$ cat config.mk
export PLATFORM = sky130hd
export DESIGN_NAME = mips_muldiv_flat
export DESIGN_NICKNAME = d
export VERILOG_FILES = /design/src/rtl/mips_muldiv_if.sv /design/src/rtl/mips_muldiv.sv /design/src/flat_wrapper.sv
export SDC_FILE = /design/constraint.sdc
export NUM_CORES = 1
export LEC_CHECK = 0
export ABC_AREA = 1
export CORE_UTILIZATION = 53
export CTS_CLUSTER_DIAMETER = 60
export CTS_CLUSTER_SIZE = 30
export DETAILED_ROUTE_END_ITERATION = 10
export PLACE_DENSITY = 0.76
export SLEW_MARGIN = 20
export SYNTH_ARGS = -nofsm -noshare
export SYNTH_HDL_FRONTEND = slang
export SYNTH_SLANG_ARGS = --single-unit
$ cat constraint.sdc
create_clock -name clk -period 3.4 [get_ports clk]
set_clock_uncertainty 0.15 [all_clocks]
set_input_delay 0.34 -clock clk [delete_from_list [all_inputs] [get_ports clk]]
set_output_delay 0.34 -clock clk [all_outputs]
set_load 0.005 [all_outputs]
$ cat src/rtl/mips_muldiv_if.sv
// Issue/result bundle between the EX stage and the HI/LO mul/div unit.
// master: EX-side issuer (start/op/a/b/flush/rd_req/wr_*); slave: mips_muldiv.
interface mips_muldiv_if #(
  parameter int WIDTH = 32
);
  logic             start;
  logic [1:0]       op;
  logic [WIDTH-1:0] a;
  logic [WIDTH-1:0] b;
  logic             flush;
  logic             rd_req;
  logic             wr_hi;
  logic             wr_lo;
  logic [WIDTH-1:0] wr_data;
  logic [WIDTH-1:0] hi;
  logic [WIDTH-1:0] lo;
  logic             busy;
  logic             done;
  logic             div0;
  logic             stall;

  modport master (
    output start, op, a, b, flush,
    output rd_req, wr_hi, wr_lo, wr_data,
    input  hi, lo, busy, done, div0, stall
  );

  modport slave (
    input  start, op, a, b, flush,
    input  rd_req, wr_hi, wr_lo, wr_data,
    output hi, lo, busy, done, div0, stall
  );
endinterface

$ cat src/rtl/mips_muldiv.sv
// Multi-cycle MULT/DIV unit owning HI/LO; one bit per cycle, WIDTH+1 latency.
// Ports: clk, reset (sync, active-low), bus (mips_muldiv_if.slave).
// Define MULDIV_SIGNED_EN to honour op[0] (signed ops); otherwise all unsigned.
module mips_muldiv #(
  parameter int WIDTH = 32,
  parameter int CNT_W = $clog2(WIDTH+1)
) (
  input logic          clk,
  input logic          reset,
  mips_muldiv_if.slave bus
);

  typedef enum logic [1:0] {
    IDLE,
    RUN,
    FIN
  } state_t;

  localparam int W2 = 2 * WIDTH;
  localparam logic [CNT_W-1:0] CNT_INIT = CNT_W'(WIDTH);
  localparam logic [CNT_W-1:0] CNT_ONE  = CNT_W'(1);

  state_t           state_q, state_d;
  logic [CNT_W-1:0] cnt_q, cnt_d;
  logic [W2-1:0]    acc_q, acc_d;
  logic [WIDTH-1:0] rem_q, rem_d;
  logic [WIDTH-1:0] opnd_q, opnd_d;
  logic             is_div_q, is_div_d;
  logic             bzero_q, bzero_d;
  logic [WIDTH-1:0] hi_q, hi_d;
  logic [WIDTH-1:0] lo_q, lo_d;
  logic             busy_q, busy_d;
  logic             done_q, done_d;
  logic             div0_q, div0_d;

  logic             accept;
  logic [WIDTH-1:0] a_mag;
  logic [WIDTH-1:0] b_mag;
  logic [WIDTH:0]   mul_sum;
  logic [WIDTH:0]   div_sh;
  logic [WIDTH:0]   div_diff;
  logic [W2-1:0]    prod_fix;
  logic [WIDTH-1:0] quo_fix;
  logic [WIDTH-1:0] rem_fix;

  // Multiply: upper half accumulates, multiplier shifts out of the low half.
  assign mul_sum = {1'b0, acc_q[W2-1:WIDTH]}
                 + (acc_q[0] ? {1'b0, opnd_q} : '0);

  // Divide: dividend shifts out of acc low half, quotient bits shift in.
  // Bit WIDTH of the difference is the borrow (restore when set).
  assign div_sh   = {rem_q, acc_q[WIDTH-1]};
  assign div_diff = div_sh - {1'b0, opnd_q};

`ifdef MULDIV_SIGNED_EN
  logic a_neg;
  logic b_neg;
  logic neg_q, neg_d;
  logic rneg_q, rneg_d;

  assign a_neg = bus.op[0] & bus.a[WIDTH-1];
  assign b_neg = bus.op[0] & bus.b[WIDTH-1];
  assign a_mag = a_neg ? -bus.a : bus.a;
  assign b_mag = b_neg ? -bus.b : bus.b;

  always_comb begin
    neg_d  = neg_q;
    rneg_d = rneg_q;
    if (accept) begin
      neg_d  = a_neg ^ b_neg;
      rneg_d = a_neg;
    end
  end

  always_ff @(posedge clk) begin
    if (!reset) begin
      neg_q  <= 1'b0;
      rneg_q <= 1'b0;
    end else begin
      neg_q  <= neg_d;
      rneg_q <= rneg_d;
    end
  end

  assign prod_fix = neg_q ? -acc_q : acc_q;
  assign quo_fix  = neg_q ? -acc_q[WIDTH-1:0]
                          : acc_q[WIDTH-1:0];
  // On divide-by-zero rem_q holds |a|; negating by the
  // dividend sign gives back the raw a.
  assign rem_fix  = rneg_q ? -rem_q : rem_q;
`else
  logic unused_op0;

  assign unused_op0 = bus.op[0];
  assign a_mag      = bus.a;
  assign b_mag      = bus.b;
  assign prod_fix   = acc_q;
  assign quo_fix    = acc_q[WIDTH-1:0];
  assign rem_fix    = rem_q;
`endif

  always_comb begin
    state_d  = state_q;
    cnt_d    = cnt_q;
    acc_d    = acc_q;
    rem_d    = rem_q;
    opnd_d   = opnd_q;
    is_div_d = is_div_q;
    bzero_d  = bzero_q;
    hi_d     = hi_q;
    lo_d     = lo_q;
    busy_d   = busy_q;
    done_d   = 1'b0;
    div0_d   = div0_q;
    accept   = 1'b0;

    // MTHI/MTLO land only while idle; a result written later wins.
    if (!busy_q) begin
      if (bus.wr_hi) hi_d = bus.wr_data;
      if (bus.wr_lo) lo_d = bus.wr_data;
    end

    unique case (state_q)
      IDLE: begin
        if (bus.start && !bus.flush) begin
          accept   = 1'b1;
          state_d  = RUN;
          busy_d   = 1'b1;
          cnt_d    = CNT_INIT;
          div0_d   = 1'b0;
          is_div_d = bus.op[1];
          bzero_d  = (bus.b == '0);
          rem_d    = '0;
          opnd_d   = bus.op[1] ? b_mag : a_mag;
          acc_d    = {{WIDTH{1'b0}},
                      (bus.op[1] ? a_mag : b_mag)};
        end
      end
      RUN: begin
        if (bus.flush) begin
          state_d = IDLE;
          busy_d  = 1'b0;
        end else begin
          cnt_d = cnt_q - CNT_ONE;
          if (cnt_q == CNT_ONE) state_d = FIN;
          unique case (1'b1)
            is_div_q: begin
              acc_d[WIDTH-1:0] = {acc_q[WIDTH-2:0],
                                  ~div_diff[WIDTH]};
              rem_d = div_diff[WIDTH] ? div_sh[WIDTH-1:0]
                                      : div_diff[WIDTH-1:0];
            end
            default: begin
              acc_d = {mul_sum, acc_q[WIDTH-1:1]};
            end
          endcase
        end
      end
      FIN: begin
        state_d = IDLE;
        busy_d  = 1'b0;
        if (!bus.flush) begin
          done_d = 1'b1;
          if (is_div_q) begin
            lo_d   = bzero_q ? '1 : quo_fix;
            hi_d   = rem_fix;
            div0_d = bzero_q;
          end else begin
            {hi_d, lo_d} = prod_fix;
          end
        end
      end
      default: begin
        state_d = IDLE;
        busy_d  = 1'b0;
      end
    endcase
  end

  always_ff @(posedge clk) begin
    if (!reset) begin
      state_q  <= IDLE;
      cnt_q    <= '0;
      acc_q    <= '0;
      rem_q    <= '0;
      opnd_q   <= '0;
      is_div_q <= 1'b0;
      bzero_q  <= 1'b0;
      hi_q     <= '0;
      lo_q     <= '0;
      busy_q   <= 1'b0;
      done_q   <= 1'b0;
      div0_q   <= 1'b0;
    end else begin
      state_q  <= state_d;
      cnt_q    <= cnt_d;
      acc_q    <= acc_d;
      rem_q    <= rem_d;
      opnd_q   <= opnd_d;
      is_div_q <= is_div_d;
      bzero_q  <= bzero_d;
      hi_q     <= hi_d;
      lo_q     <= lo_d;
      busy_q   <= busy_d;
      done_q   <= done_d;
      div0_q   <= div0_d;
    end
  end

  assign bus.hi    = hi_q;
  assign bus.lo    = lo_q;
  assign bus.busy  = busy_q;
  assign bus.done  = done_q;
  assign bus.div0  = div0_q;
  assign bus.stall = busy_q & (bus.start | bus.rd_req
                             | bus.wr_hi | bus.wr_lo);

endmodule
$ cat src/flat_wrapper.sv
// flat-port wrapper written by rule: the top's interface ports become plain ports
module mips_muldiv_flat 
#(
  parameter int WIDTH = 32,
  parameter int CNT_W = $clog2(WIDTH+1)
)
  (clk, reset, bus_start, bus_op, bus_a, bus_b, bus_flush, bus_rd_req, bus_wr_hi, bus_wr_lo, bus_wr_data, bus_hi, bus_lo, bus_busy, bus_done, bus_div0, bus_stall);
  mips_muldiv_if #(.WIDTH(WIDTH)) bus_i ();
  input logic clk;
  input logic reset;
  input wire logic [$bits(bus_i.start)-1:0] bus_start;
  input wire logic [$bits(bus_i.op)-1:0] bus_op;
  input wire logic [$bits(bus_i.a)-1:0] bus_a;
  input wire logic [$bits(bus_i.b)-1:0] bus_b;
  input wire logic [$bits(bus_i.flush)-1:0] bus_flush;
  input wire logic [$bits(bus_i.rd_req)-1:0] bus_rd_req;
  input wire logic [$bits(bus_i.wr_hi)-1:0] bus_wr_hi;
  input wire logic [$bits(bus_i.wr_lo)-1:0] bus_wr_lo;
  input wire logic [$bits(bus_i.wr_data)-1:0] bus_wr_data;
  output wire logic [$bits(bus_i.hi)-1:0] bus_hi;
  output wire logic [$bits(bus_i.lo)-1:0] bus_lo;
  output wire logic [$bits(bus_i.busy)-1:0] bus_busy;
  output wire logic [$bits(bus_i.done)-1:0] bus_done;
  output wire logic [$bits(bus_i.div0)-1:0] bus_div0;
  output wire logic [$bits(bus_i.stall)-1:0] bus_stall;
  assign bus_i.start = bus_start;
  assign bus_i.op = bus_op;
  assign bus_i.a = bus_a;
  assign bus_i.b = bus_b;
  assign bus_i.flush = bus_flush;
  assign bus_i.rd_req = bus_rd_req;
  assign bus_i.wr_hi = bus_wr_hi;
  assign bus_i.wr_lo = bus_wr_lo;
  assign bus_i.wr_data = bus_wr_data;
  assign bus_hi = bus_i.hi;
  assign bus_lo = bus_i.lo;
  assign bus_busy = bus_i.busy;
  assign bus_done = bus_i.done;
  assign bus_div0 = bus_i.div0;
  assign bus_stall = bus_i.stall;
  mips_muldiv #(.WIDTH(WIDTH), .CNT_W(CNT_W)) u_core (.clk(clk), .reset(reset), .bus(bus_i));
endmodule
# After elaboration in Yosys (flattened, before gate mapping)
# Cells that the tools add are included.
[op_classes]
n_bitwise = 5
mux = 39
n_eq_ne = 11
n_addsub = 3
n_reduce_logical = 14
[ops]
columns = ["cell", "n"]
rows = [
  ["$mux W32", 20],
  ["$mux W64", 2],
  ["$pmux W64 S2", 1],
  ["$pmux W32 S2", 1],
  ["$add A32 B33 Y33", 1],
  ["$sub A33 B32 Y33", 1],
  ["$logic_not A32 Y1", 1],
  ["$mux W6", 2],
  ["$pmux W6 S2", 1],
  ["$reduce_and A4 Y1", 3],
  ["$ne A2 B2 Y1 const B", 4],
  ["$reduce_and A2 Y1", 4],
  ["$eq A6 B1 Y1 const B", 1],
  ["$mux W1", 6],
  ["$mux W2", 3],
  ["$ne A2 B1 Y1 const B", 3],
  ["$sub A6 B1 Y6 const B", 1],
  ["$pmux W1 S2", 2],
  ["$pmux W2 S2", 1],
  ["$reduce_bool A2 Y1", 2],
  ["$ne A3 B2 Y1 const B", 1],
  ["$or A1 B1 Y1", 3],
  ["$reduce_and A3 Y1", 1],
  ["$eq A2 B1 Y1 const B", 1],
  ["6 further kinds", 6],
]
[word_totals]
word_cells = 85
register_bits = 205
out_inout_bits = 68

# Logic depth before layout (Yosys ltp)
# Gate-level depths: netlist of the first run.
[logic_depth]
word_depth = 5
mapped_depth = 18
mapped_depth_nobuf = 18

# Least setup slack after synthesis of the first run
# Ideal clock, no wire load.
[synth_path]
kind = "register to register"
from = "reg u_core.acc_q[0]"
to = "reg u_core.acc_q[61]"
slack_ns = 0.721
arrival_time_ns = 2.394
period_less_slack_ns = 2.679
setup_ns = 0.135
path_stages_with_launch = 18
path_cell_list = "dfxtp_1 clkbuf_1 clkbuf_1 nand2_1 inv_1 ha_1 inv_1 fa_1 o21ai_1 nand2_1 nand2_1 nand3_1 nand2_1 nand3b_1 nand2_1 nand2_1 nand3_1 a21oi_1"
[synth_between]
elab_chain_len = 5
[synth_rtl]
columns = ["item", "line", "text"]
rows = [
  ["from (decl)", "mips_muldiv.sv:25", "logic [W2-1:0] acc_q, acc_d;"],
  ["from (signal assigned)", "mips_muldiv.sv:184", "acc_q <= '0;"],
  ["from (signal assigned)", "mips_muldiv.sv:197", "acc_q <= acc_d;"],
  ["$mux W32", "mips_muldiv.sv:48", "+ (acc_q[0] ? {1'b0, opnd_q} : '0);"],
  ["$add A32 B33 Y33", "mips_muldiv.sv:48", ""],
  ["$mux W32", "mips_muldiv.sv:146", "unique case (1'b1)"],
  ["$mux W64", "mips_muldiv.sv:140", "if (bus.flush) begin"],
  ["$pmux W64 S2", "mips_muldiv.sv:123", "unique case (state_q)"],
]
# Every way passes these cells. The select of a mux whose other input is x is not followed.
# A chain may end at the register's enable or synchronous reset.

# Worst setup path after layout of the first run
[layout_path]
from = "reg u_core.acc_q[31]"
to = "reg u_core.rem_q[1] (netlist: u_core.rem_fix[1])"
[layout_between]
elab_chain_len = 5
[layout_rtl]
columns = ["item", "line", "text"]
rows = [
  ["$sub A33 B32 Y33", "mips_muldiv.sv:53", "assign div_diff = div_sh - {1'b0, opnd_q};"],
  ["$mux W32", "mips_muldiv.sv:150", "rem_d = div_diff[WIDTH] ? div_sh[WIDTH-1:0]"],
  ["$mux W32", "mips_muldiv.sv:146", ""],
  ["$mux W32", "mips_muldiv.sv:140", ""],
  ["$pmux W32 S2", "mips_muldiv.sv:123", ""],
  ["to (signal assigned)", "mips_muldiv.sv:198", "rem_q <= rem_d;"],
  ["to (decl)", "mips_muldiv.sv:26", "logic [WIDTH-1:0] rem_q, rem_d;"],
]
# Every way passes these cells. The select of a mux whose other input is x is not followed.

==> results of run 1 <==
[synthesized netlist by cell type, drive strengths merged (6+ instances only)]
library cell	count	area (µm²)
a21oi	155	851
a22oi	22	165
a31oi	31	194
buf	39	219
clkbuf	59	221
dfxtp	205	4100
ha	66	826
inv	318	1200
mux2i	85	851
nand2	582	2300
nand3	156	806
nand3b	17	128
nand4	19	119
nor2	146	586
nor3	10	50.1
nor4	10	62.6
o211ai	6	45.0
o21a	8	60.1
o21ai	105	526
o21bai	6	45.0
o22ai	64	400
o311ai	31	272
or2	15	96.4
xnor2	7	61.3
xor2	8	70.1
[kinds of logic (layout without fill, tap and decap cells)]
kind of cell             count (synthesis)  count (layout)
AO/OA/AOI/OAI                          440             440
XOR/XNOR                                15              15
adder cells (fa/ha/maj)                 68              68
buffers and inverters                  421             558
flip-flops                             205             205
multiplexers                            85              85
AND/OR/NAND/NOR                        957             957
[flip-flops by register name, summed over array words and instances, names as in the netlist]
signal and cells:
u_core.bus.done 1, u_core.acc_q 64, u_core.state_q 2, u_core.bus.lo 32, u_core.cnt_q 6, u_core.rem_fix 32
u_core.opnd_q 32, u_core.is_div_q 1, u_core.bus.div0 1, u_core.bus.busy 1, u_core.bus.hi 32, u_core.bzero_q 1
[layout by cell type (no fill, tap or decap), types with 66 or more instances in the layout]
cell type / instances
dfxtp_1: 204
a21oi_1: 139
ha_1: 66
inv_1: 308
nand3_1: 151
mux2i_1: 85
clkdlybuf4s50_1: 169
nor2_1: 136
o21ai_0: 99
nand2_1: 546
[stage by stage]
| step | hold slack (ns) | worst slack, ns | util | std cells |
|---|---|---|---|---|
| finish | 0.131 | 0.394 | 0.637 | 2669 |
| global route | 0.137 | 0.179 | 0.637 | 2669 |
| CTS | 0.100 | 0.440 | 0.637 | 2669 |
| detailed placement | 0.329 | 0.488 | 0.611 | 2631 |
| global placement | 0.321 | 0.530 | 0.611 | 2631 |
| floorplan | 0.304 | 0.721 | - | 2191 |
[final cells by class]
class	count	area, µm²	area share
clock inverters	15	180	0.0105
multi-input cells	1565	8670	0.508
flip-flops and latches	205	4110	0.240
repair buffers	197	1950	0.114
inverters	323	1210	0.0711
well taps	341	427	0.0250
clock buffers	23	533	0.0312
[power groups by stage]
| stage | Sequential (mW) | Combinational, mW | Clock [mW] |
|---|---|---|---|
| 2_1_floorplan | 2.63 | 0.856 | 0 |
| 3_3_place_gp | 2.65 | 1.37 | 0 |
| 3_5_place_dp | 2.65 | 1.39 | 0 |
| 4_1_cts | 2.60 | 1.40 | 2.47 |
| 5_1_grt | 2.62 | 1.56 | 2.56 |
| 6_report | 2.60 | 1.43 | 2.46 |
[worst min path at each step]
stage,start,to,slack (ns)
3_3_place_gp,u_core.acc_q[43]$_SDFFE_PN0P_,u_core.acc_q[43]$_SDFFE_PN0P_,0.32
5_1_grt,reset,u_core.acc_q[25]$_SDFFE_PN0P_,0.14
4_1_cts,reset,u_core.acc_q[25]$_SDFFE_PN0P_,0.10
6_report,reset,u_core.acc_q[25]$_SDFFE_PN0P_,0.13
3_5_place_dp,u_core.acc_q[38]$_SDFFE_PN0P_,u_core.acc_q[38]$_SDFFE_PN0P_,0.33
2_1_floorplan,u_core.cnt_q[0]$_SDFFE_PN0P_,u_core.cnt_q[0]$_SDFFE_PN0P_,0.30
[layer usage]
metal	wire, µm	part of all wire	track usage	vias to the layer above
li1	-	-	-	7538
met1	22700	0.43	0.515	7260
met2	22600	0.43	0.572	818
met3	4630	0.088	0.0475	124
met4	2710	0.051	0.174	0
met5	0	0	0	-
[critical path, cell delays in order (launching register included)]
cell and delay, ns:
dfxtp_1 0.38, inv_1 0.19, ha_1 0.18, inv_1 0.09, fa_1 0.42, nand2_1 0.08
nand2_1 0.09, nand3_2 0.11, nand2_4 0.08, nand2_4 0.07, nand2_4 0.07, nand2_4 0.09
nand3_2 0.10, nand2_4 0.42, nand2_1 0.11, nand3_1 0.10, a21oi_1 0.06
==> metrics.csv, run 1 <==
stage,metric,value,unit
run_status,status,completed,
clock_tree,cts_sinks,205,
clock_tree,postCtsSetupRepairBufs,0,
yosys,async_flop_share,0,
clock_tree,h-tree-depth,1,
pwr,vdd_ir_drop_max,0.000315,V
route,wl,52600,µm
sta,max-slew-margin-rel,0.274,
clock_tree,insertion_delay,0.53,ns
cells_and_area,antennaDiodeCount,0,
flow_run,cap_violations,0,
placed_design,gp_congestion,1.01,
cells_and_area,drive_gt1_frac,0.0674,
setup_path,critPathLaunchType,flop,
pwr,p_int,4.34,mW
setup_path,cp.arrival,3.23,ns
sta,drv_slew,0,
clock_tree,cts_tree,yes,
yosys,syn_area,0.0144,mm²
clock_tree,cts_inserted_buffers,21,
floorplanning,core,0.0268,mm²
route,ant_nets,0,
sta,grt_setup_unrepaired,false,
global_route,antenna_found_initial,0,
cells_and_area,design_area,0.0171,mm²
floorplanning,ios,173,
pwr,clkPwrFrac,0.378,
route,wl_per_cell,19.7,µm
yosys,synth_ff_type,dfxtp_1,
setup_path,r2r_slack,0.39,ns
pwr,powerDensity,380,mW/mm²
setup_path,cp.required,3.62,ns
route,vias,15700,
pwr,pwr-share-comb,0.221,
pwr,leakage,7.89,nW
setup_path,r2r-end,u_core.rem_fix[1]$_SDFFE_PN0P_,
pwr,switching_share,0.331,
floorplanning,rows,60,
sta,worst_pin_slew,1.09,ns
sta,fin_crit_sh,0.884,
yosys,synth-seq-area-share,0.284,
clock_tree,ctsResizeCount,0,
clock_tree,clk_path_buf_depth,3,
setup_path,cp-startpoint,u_core.acc_q[31]$_SDFFE_PN0P_,
floorplanning,dieHeight,167,µm
yosys,synth_top_family_by_area,simple AND/OR/NAND/NOR gates,
yosys,synth_seq_cells,205,
placed_design,place_area,0.0164,mm²
floorplanning,start_util,0.538,
global_route,grt_pass1_wl,81000,µm
cells_and_area,syn_to_final_growth,18.4,%
route,routed_via_density,5.90,
yosys,ys_warn_count,0,
yosys,syn_inst,2191,
pwr,switchingPower,2.15,mW
sta,max_freq,333,MHz
sta,final_hold_viol_count,0,
setup_path,crit_type,reg2reg,
hold_path,holdPathStages,3,
global_route,first_global_vias,14100,
global_route,grt_remaining_overflow,0,
placed_design,port_buffers,171,
yosys,synth-edff-count,0,
yosys,synth_cell_types,48,
clock_tree,root_buffer,clkbuf_16,
sta,setup_tns,0,ns
pwr,p_seq_frac,0.401,
yosys,synth-compound-area-share,0.184,
yosys,synthAdderAreaFrac,0.0600,
yosys,synth_xor_area_frac,0.00911,
yosys,synthMuxAreaShare,0.0590,
yosys,synthesis.nets,2364,
route,drt-pass1-iter-count,6,
setup_path,regToRegStartpoint,u_core.acc_q[31]$_SDFFE_PN0P_,
setup_path,cp_max_fo,32,
setup_path,r2r_cells,16,
clock_tree,cts.reportedPaths.clkPinSlew,0.08,ns
cells_and_area,fill_cells,2474,
pwr,power.total,6.50,mW
yosys,synthSimpleGateAreaFrac,0.288,
setup_path,worstSetupEndpoint,u_core.rem_fix[1]$_SDFFE_PN0P_,
global_route,track_usage,0.372,
yosys,syn_area_per_cell,6.58,µm²
placed_design,dp_hpwl,40500,µm
cells_and_area,nNetsFinal,2486,
hold_path,hold_path.class,in2reg,
setup_path,end_kind,flop,
floorplanning,chipWidth,167,µm
route,remaining_drc_errors,0,
route,drt_iter0_drc,1680,
global_route,grt_max_degree,65,
floorplanning,design.die.area,0.0279,mm²
clock_tree,cts_hold_buf,0,
sta,fin_crit,3.01,ns
sta,setup_violations,0,
Note: power is estimated with default switching activity, not from simulation.
==> inputs of run 2 (changes only) <==
--- a/config.mk
+++ b/config.mk
@@ -6,6 +6,7 @@
 export NUM_CORES = 1
 export LEC_CHECK = 0
 export ABC_AREA = 1
+export CAP_MARGIN = 10
 export CORE_UTILIZATION = 53
 export CTS_CLUSTER_DIAMETER = 60
 export CTS_CLUSTER_SIZE = 30
==> constraint.sdc (replaced) <==
create_clock -name clk -period 3.7 [get_ports clk]
set_clock_uncertainty 0.15 [all_clocks]
set_input_delay 0.37 -clock clk [delete_from_list [all_inputs] [get_ports clk]]
set_output_delay 0.37 -clock clk [all_outputs]
set_load 0.005 [all_outputs]
==> run 2 against run 1 <==
Design area down 0.29%. Worst hold slack worse by 0.12 ns. Sequential power down 8.1%. Clock power down 7%. Setup slack better by 0.26 ns. Die area unchanged. Critical path depth down 5. Power down 7.7%. Global-route usage down 0.13 points. Largest power group unchanged. Highest routed layer unchanged.
==> metrics.csv, run 2 (synthesis results as in run 1) <==
stage,metric,value,unit,change
run_status,status,completed,,
hold_path,holdPathStages,3,,unchanged
setup_path,end_kind,flop,,
flow_run,cap_violations,0,,unchanged
clock_tree,postCtsSetupRepairBufs,0,,unchanged
route,vias,15400,,-1.9%
global_route,grt_pass1_wl,80200,µm,-0.88%
cells_and_area,antennaDiodeCount,0,,unchanged
cells_and_area,largest-register,u_core.acc_q,,
global_route,grt_remaining_overflow,0,,unchanged
route,drt-pass1-iter-count,6,,unchanged
sta,worst_pin_slew,1.15,ns,+0.0582 ns
placed_design,place_area,0.0163,mm²,-0.49%
global_route,grt_max_degree,77,,+18%
sta,max_freq,329,MHz,-1.2%
clock_tree,cts_hold_buf,0,,unchanged
setup_path,critPathLaunchType,flop,,
global_route,antenna_found_initial,0,,unchanged
route,routed_via_density,5.79,,-1.9%
setup_path,max_stage_delay,0.58,ns,+0.16 ns
sta,fin_crit_sh,0.823,,-0.0615
cells_and_area,fill_cells,2512,,+1.5%
setup_path,r2r_cells,11,,-5
floorplanning,rows,60,,unchanged
global_route,first_global_vias,14000,,-0.73%
cells_and_area,nNetsFinal,2483,,-0.12%
route,drt_iter0_drc,1476,,-12%
sta,setup_tns,0,ns,unchanged
placed_design,port_buffers,171,,unchanged
sta,grt_setup_unrepaired,false,,
cells_and_area,final_util,0.635,,-0.00182
global_route,track_usage,0.371,,-0.00129
setup_path,worst_path_max_delay_cell,dfxtp_1,,
floorplanning,core,0.0268,mm²,unchanged
clock_tree,cts.reportedPaths.clkPinSlew,0.09,ns,about the same
setup_path,cp.required,3.99,ns,+0.37 ns
cells_and_area,layout_commonest_cell,nand2_1,,
floorplanning,design.die.area,0.0279,mm²,unchanged
floorplanning,start_util,0.538,,unchanged
hold_path,hold_path.class,in2reg,,
pwr,vdd_ir_drop_max,0.000361,V,+15%
floorplanning,chipWidth,167,µm,unchanged
route,wl_per_cell,19.8,µm,+0.27%
cells_and_area,syn_to_final_growth,18.0,%,
setup_path,cp_max_fo,17,,-47%
setup_path,regToRegStartpoint,u_core.acc_q[0]$_SDFFE_PN0P_,,
pwr,powerDensity,352,mW/mm²,-7.4%
placed_design,dp_hpwl,41000,µm,+1.3%
placed_design,gp_congestion,0.963,,-5.1%
setup_path,cp.arrival,3.34,ns,+0.11 ns
route,remaining_drc_errors,0,,unchanged
setup_path,cp_common_cell,a21oi_1,,
clock_tree,cts_inserted_buffers,22,,+4.8%
clock_tree,clk_path_buf_depth,3,,unchanged
sta,final_hold_viol_count,0,,unchanged
cells_and_area,drive_gt1_frac,0.0675,,about the same
cells_and_area,layout_common_cells,"nand2_1, inv_1, dfxtp_1",,
cells_and_area,design_area,0.0170,mm²,-0.29%
sta,setup_violations,0,,unchanged
cells_and_area,largest_reg_flops,64,,unchanged
floorplanning,dieHeight,167,µm,unchanged
sta,fin_crit,3.04,ns,+0.0378 ns
setup_path,crit_type,reg2reg,,
floorplanning,ios,173,,unchanged
clock_tree,root_buffer,clkbuf_16,,
clock_tree,h-tree-depth,1,,unchanged
clock_tree,cts_sinks,205,,unchanged
pwr,leakage,7.88,nW,-0.16%
sta,drv_slew,0,,unchanged
clock_tree,insertion_delay,0.54,ns,about the same
route,wl,52700,µm,+0.19%
setup_path,cp-startpoint,u_core.acc_q[0]$_SDFFE_PN0P_,,
hold_path,min-delay-start,reset,,
route,ant_nets,0,,unchanged
clock_tree,cts_tree,yes,,
sta,max-slew-margin-rel,0.233,,-0.0407
setup_path,cp_cell_sequence,"buf_4, nand2_1, inv_1, ha_1, a21oi_1, o21ai_0, a21oi_1, nand3_1, a21oi_1, o21ai_0, a21oi_1",,
clock_tree,ctsResizeCount,0,,unchanged
## run 2: cell types whose count changed in the layout (fill, tap and decap cells not counted), sizes merged
cell / previous run / this run
buf: 28 / 24
bufinv: 1 / 0
clkbuf: 23 / 26
clkinv: 7 / 10
clkinvlp: 3 / 2
inv: 327 / 325
## run 2: stage by stage
step | instances | setup slack, ns | total power [mW] | hold WS [ns]
floorplan | 2191 | 1.02 | 3.20 | 0.304
global placement | 2627 | 0.661 | 3.70 | 0.317
detailed placement | 2627 | 0.647 | 3.72 | 0.325
CTS | 2667 | 0.674 | 5.98 | 0.00186
global route | 2667 | 0.468 | 6.22 | 0.0173
finish | 2667 | 0.656 | 6.00 | 0.0150
## run 2: layout make-up
class                      instances  area (µm²)  share of cell area
multi-input combinational       1565        8670               0.509
clock inverter                    14         159             0.00933
sequential                       205        4110               0.241
tap                              341         427              0.0251
clock buffer                      26         586              0.0344
timing repair buffer             193        1870               0.110
inverter                         323        1210              0.0713
## run 2: worst paths after layout
kind                                    to  slack [ns]
max          u_core.acc_q[50]$_SDFFE_PN0P_        0.66
min reg2reg  u_core.acc_q[43]$_SDFFE_PN0P_        0.34
min             u_core.bus.done$_SDFF_PN0_        0.02
max reg2reg  u_core.acc_q[50]$_SDFFE_PN0P_        0.66
## run 2: worst max-delay path: cells and delay by family, from the launching register on
kind | cells | cell delay, ns
compound gates | 6 | 1.25
simple gates | 2 | 0.28
flops | 1 | 0.58
buf+inv | 2 | 0.39
fa+ha+maj | 1 | 0.29
## run 2: layer usage
metal | GRT usage | vias up | share of wire
met2 | 0.566 | 688 | 0.43
met4 | 0.171 | 0 | 0.049
met3 | 0.0535 | 117 | 0.082
met1 | 0.513 | 7116 | 0.44
met5 | 0 | - | 0
li1 | - | 7513 | -
## run 2: report_power, final
| part | internal (mW) | switching, mW | leakage (nW) |
|---|---|---|---|
| Clock | 1.20 | 1.09 | 0.359 |
| Combinational | 0.497 | 0.819 | 5.84 |
| Sequential | 2.31 | 0.0798 | 1.67 |
==> inputs of run 3 (changes only) <==
--- a/config.mk
+++ b/config.mk
@@ -7,11 +7,11 @@
 export LEC_CHECK = 0
 export ABC_AREA = 1
 export CAP_MARGIN = 10
-export CORE_UTILIZATION = 53
+export CORE_UTILIZATION = 52
 export CTS_CLUSTER_DIAMETER = 60
 export CTS_CLUSTER_SIZE = 30
 export DETAILED_ROUTE_END_ITERATION = 10
-export PLACE_DENSITY = 0.76
+export PLACE_DENSITY = 0.78
 export SLEW_MARGIN = 20
 export SYNTH_ARGS = -nofsm -noshare
 export SYNTH_HDL_FRONTEND = slang
==> constraint.sdc (replaced) <==
create_clock -name clk -period 2.5 [get_ports clk]
set_clock_uncertainty 0.15 [all_clocks]
set_input_delay 0.25 -clock clk [delete_from_list [all_inputs] [get_ports clk]]
set_output_delay 0.25 -clock clk [all_outputs]
set_load 0.005 [all_outputs]
==> run 3 against run 2 <==
The run now ends with setup timing left. Power grew 57%. Sequential share of layout area shrank 2.9 points. Sequential power grew 49%. Routed wire length grew 9.3%. Final cell count grew 6.3%. Die area grew 1.9%. Clock power grew 56%. Combinational power grew 75%. Clock-buffer cell count shrank 5.
==> metrics.csv, run 3 (synthesis results as in run 1) <==
stage,metric,value,unit,change
run_status,status,finished with violations,,
run_status,violations,setup timing,,
cells_and_area,final_util,0.721,,+0.0858
global_route,first_global_vias,15200,,+9.0%
global_route,grt_pass1_wl,83100,µm,+3.5%
floorplanning,core,0.0271,mm²,+1.1%
sta,drv_slew,0,,unchanged
clock_tree,h-tree-depth,1,,unchanged
floorplanning,ios,173,,unchanged
placed_design,gp_congestion,0.984,,+2.2%
floorplanning,rows,60,,unchanged
cells_and_area,fill_cells,2209,,-12%
route,wl_met1,23500,µm,+0.45%
setup_path,critPathLaunchType,flop,,
route,wl_met2,26000,µm,+15%
floorplanning,start_util,0.532,,-0.00596
clock_tree,root_buffer,clkbuf_16,,
setup_path,worst_path_max_delay_cell,ha_1,,
clock_tree,insertion_delay,0.53,ns,about the same
hold_path,hold_path.class,in2reg,,
route,drt-pass1-iter-count,6,,unchanged
global_route,antenna_found_initial,2,,+2
floorplanning,design.die.area,0.0284,mm²,+1.9%
hold_path,min-delay-start,bus_op[1],,
cells_and_area,nNetsFinal,2622,,+5.6%
cells_and_area,largest_reg_flops,64,,unchanged
route,vias,16400,,+6.1%
route,routed_via_density,5.77,,-0.21%
cells_and_area,stdcell_count,2835,,+6.3%
cells_and_area,syn_to_final_growth,35.5,%,
placed_design,dp_hpwl,43300,µm,+5.6%
setup_path,r2r-end,u_core.rem_fix[19]$_SDFFE_PN0P_,,
sta,setup_violations,24,,+24
cells_and_area,design_area,0.0195,mm²,+15%
floorplanning,dieHeight,169,µm,+0.94%
setup_path,crit_type,reg2reg,,
setup_path,regToRegStartpoint,u_core.opnd_q[11]$_SDFFE_PN0P_,,
placed_design,placed_cells,2774,,+5.6%
placed_design,port_buffers,171,,unchanged
pwr,leakage,8.77,nW,+11%
cells_and_area,drive_gt1_frac,0.199,,+0.131
sta,worst_pin_slew,0.606,ns,-0.539 ns
hold_path,holdPathEnd,u_core.opnd_q[1]$_SDFFE_PN0P_,,
pwr,vdd_ir_drop_max,0.000489,V,+36%
cells_and_area,largest-register,u_core.acc_q,,
route,drt_iter0_drc,1651,,+12%
sta,max_freq,391,MHz,+19%
placed_design,place_area,0.0174,mm²,+6.6%
setup_path,cp.required,2.80,ns,-1.19 ns
route,top_layer,met5,,
sta,fin_crit_sh,1.02,,+0.200
setup_path,crit_family,simple AND/OR/NAND/NOR gates,,
flow_run,cap_violations,0,,unchanged
route,wl_per_cell,20.3,µm,+2.8%
hold_path,holdPathStages,4,,+1
sta,final_hold_viol_count,0,,unchanged
clock_tree,cts_tree,yes,,
setup_path,max_stage_delay,0.35,ns,-0.23 ns
global_route,grt_max_degree,77,,unchanged
setup_path,cp_max_fo,6,,-11
setup_path,r2r_slack,-0.06,ns,-0.71 ns
setup_path,end_kind,flop,,
floorplanning,chipWidth,169,µm,+0.94%
route,wl,57600,µm,+9.3%
global_route,grt_remaining_overflow,0,,unchanged
setup_path,cp_cell_sequence,"inv_1, ha_1, nand2_2, inv_1, nand2_1, nand2_1, a21oi_2, nand2_4, nand2_4, nand2_4, nand2_4, nand2_8, clkbuf_16, nand2_1, nand3_2, a21oi_2",,
sta,max-slew-margin-rel,0.591,,+0.358
cells_and_area,antennaDiodeCount,0,,unchanged
setup_path,r2r_cells,16,,+5
sta,fin_crit,2.56,ns,-0.486 ns
clock_tree,cts_sinks,205,,unchanged
cells_and_area,layout_commonest_cell,nand2_1,,
setup_path,cp_common_cell,nand2_4,,
sta,setup_ws,-0.0576,ns,-0.714 ns
cells_and_area,multi_input_area,0.00974,mm²,+12%
cells_and_area,layout_common_cells,"nand2_1, inv_1, dfxtp_1",,
setup_path,cp.arrival,2.86,ns,-0.48 ns
sta,setup_tns,-0.564,ns,-0.564 ns
route,dr_wl_met3,5350,µm,+24%
route,ant_nets,0,,unchanged
clock_tree,cts.reportedPaths.clkPinSlew,0.08,ns,about the same
route,remaining_drc_errors,0,,unchanged
cells_and_area,ff_latch_area,0.00414,mm²,+0.82%
clock_tree,cts_inserted_buffers,21,,-4.5%
clock_tree,clk_path_buf_depth,3,,unchanged
sta,grt_setup_unrepaired,true,,
sta,hold_slack,0.192,ns,+0.177 ns
pwr,powerDensity,483,mW/mm²,+37%
global_route,track_usage,0.378,,+0.00738
setup_path,path_buf_inv,3,,+1
==> run 3: worst reg2reg max path, delay by kind of cell, from the launching register on <==
| kind | cells | cell delay, ns |
|---|---|---|
| simple gates | 10 | 0.96 |
| compound gates | 2 | 0.37 |
| fa+ha+maj | 1 | 0.35 |
| flops | 1 | 0.34 |
| buf+inv | 3 | 0.32 |
==> run 3: how the worst max path moves through the flow <==
| stage | startpoint | endpoint | slack [ns] | depth (start not counted) |
|---|---|---|---|---|
| after floorplan | u_core.acc_q[0]$_SDFFE_PN0P_ | u_core.acc_q[61]$_SDFFE_PN0P_ | 0.06 | 17 |
| after global placement | u_core.acc_q[0]$_SDFFE_PN0P_ | u_core.acc_q[58]$_SDFFE_PN0P_ | 0.004 | 12 |
| after detailed placement | u_core.opnd_q[0]$_SDFFE_PN0P_ | u_core.rem_fix[16]$_SDFFE_PN0P_ | -0.07 | 17 |
| after CTS | u_core.acc_q[31]$_SDFFE_PN0P_ | u_core.rem_fix[17]$_SDFFE_PN0P_ | 0.01 | 18 |
| after global routing | u_core.opnd_q[11]$_SDFFE_PN0P_ | u_core.rem_fix[26]$_SDFFE_PN0P_ | -0.17 | 16 |
| final | u_core.opnd_q[11]$_SDFFE_PN0P_ | u_core.rem_fix[19]$_SDFFE_PN0P_ | -0.06 | 16 |
==> run 3: what timing repair did <==
action                                  in CTS  in global routing
pin swaps                                    1                 50
hold endpoints to repair                     1                  0
endpoints found under the setup margin      37                 55
hold buffers                                 1                  0
buffers inserted                             0                 16
gates resized for setup                     13                246
gates cloned                                 0                  7
==> run 3: power by group <==
group	switching (mW)	total [mW]	leakage (nW)	internal [mW]
Clock	1.75	3.58	0.377	1.82
Combinational	1.35	2.31	6.70	0.964
Sequential	0.135	3.55	1.68	3.42
==> run 3: metrics by stage <==
stage / setup slack (ns) / total power [mW]
after global routing: -0.173 / 9.75
after detailed placement: -0.0709 / 5.65
after global placement: 0.00401 / 5.62
after floorplan: 0.0577 / 4.74
after CTS: 0.0115 / 9.18
final: -0.0576 / 9.44
==> run 3: cell type report <==
class | instances | area share
Tap cell | 372 | 0.0238
Timing Repair Buffer | 333 | 0.164
Sequential cell | 205 | 0.212
Multi-Input combinational cell | 1565 | 0.498
Clock buffer | 21 | 0.0269
Inverter | 323 | 0.0623
Clock inverter | 16 | 0.0132
==> run 3: metal layers <==
metal,global-route usage,vias up
met3,0.0715,135
met5,0,-
met4,0.179,2
met1,0.489,7615
li1,-,7806
met2,0.607,814
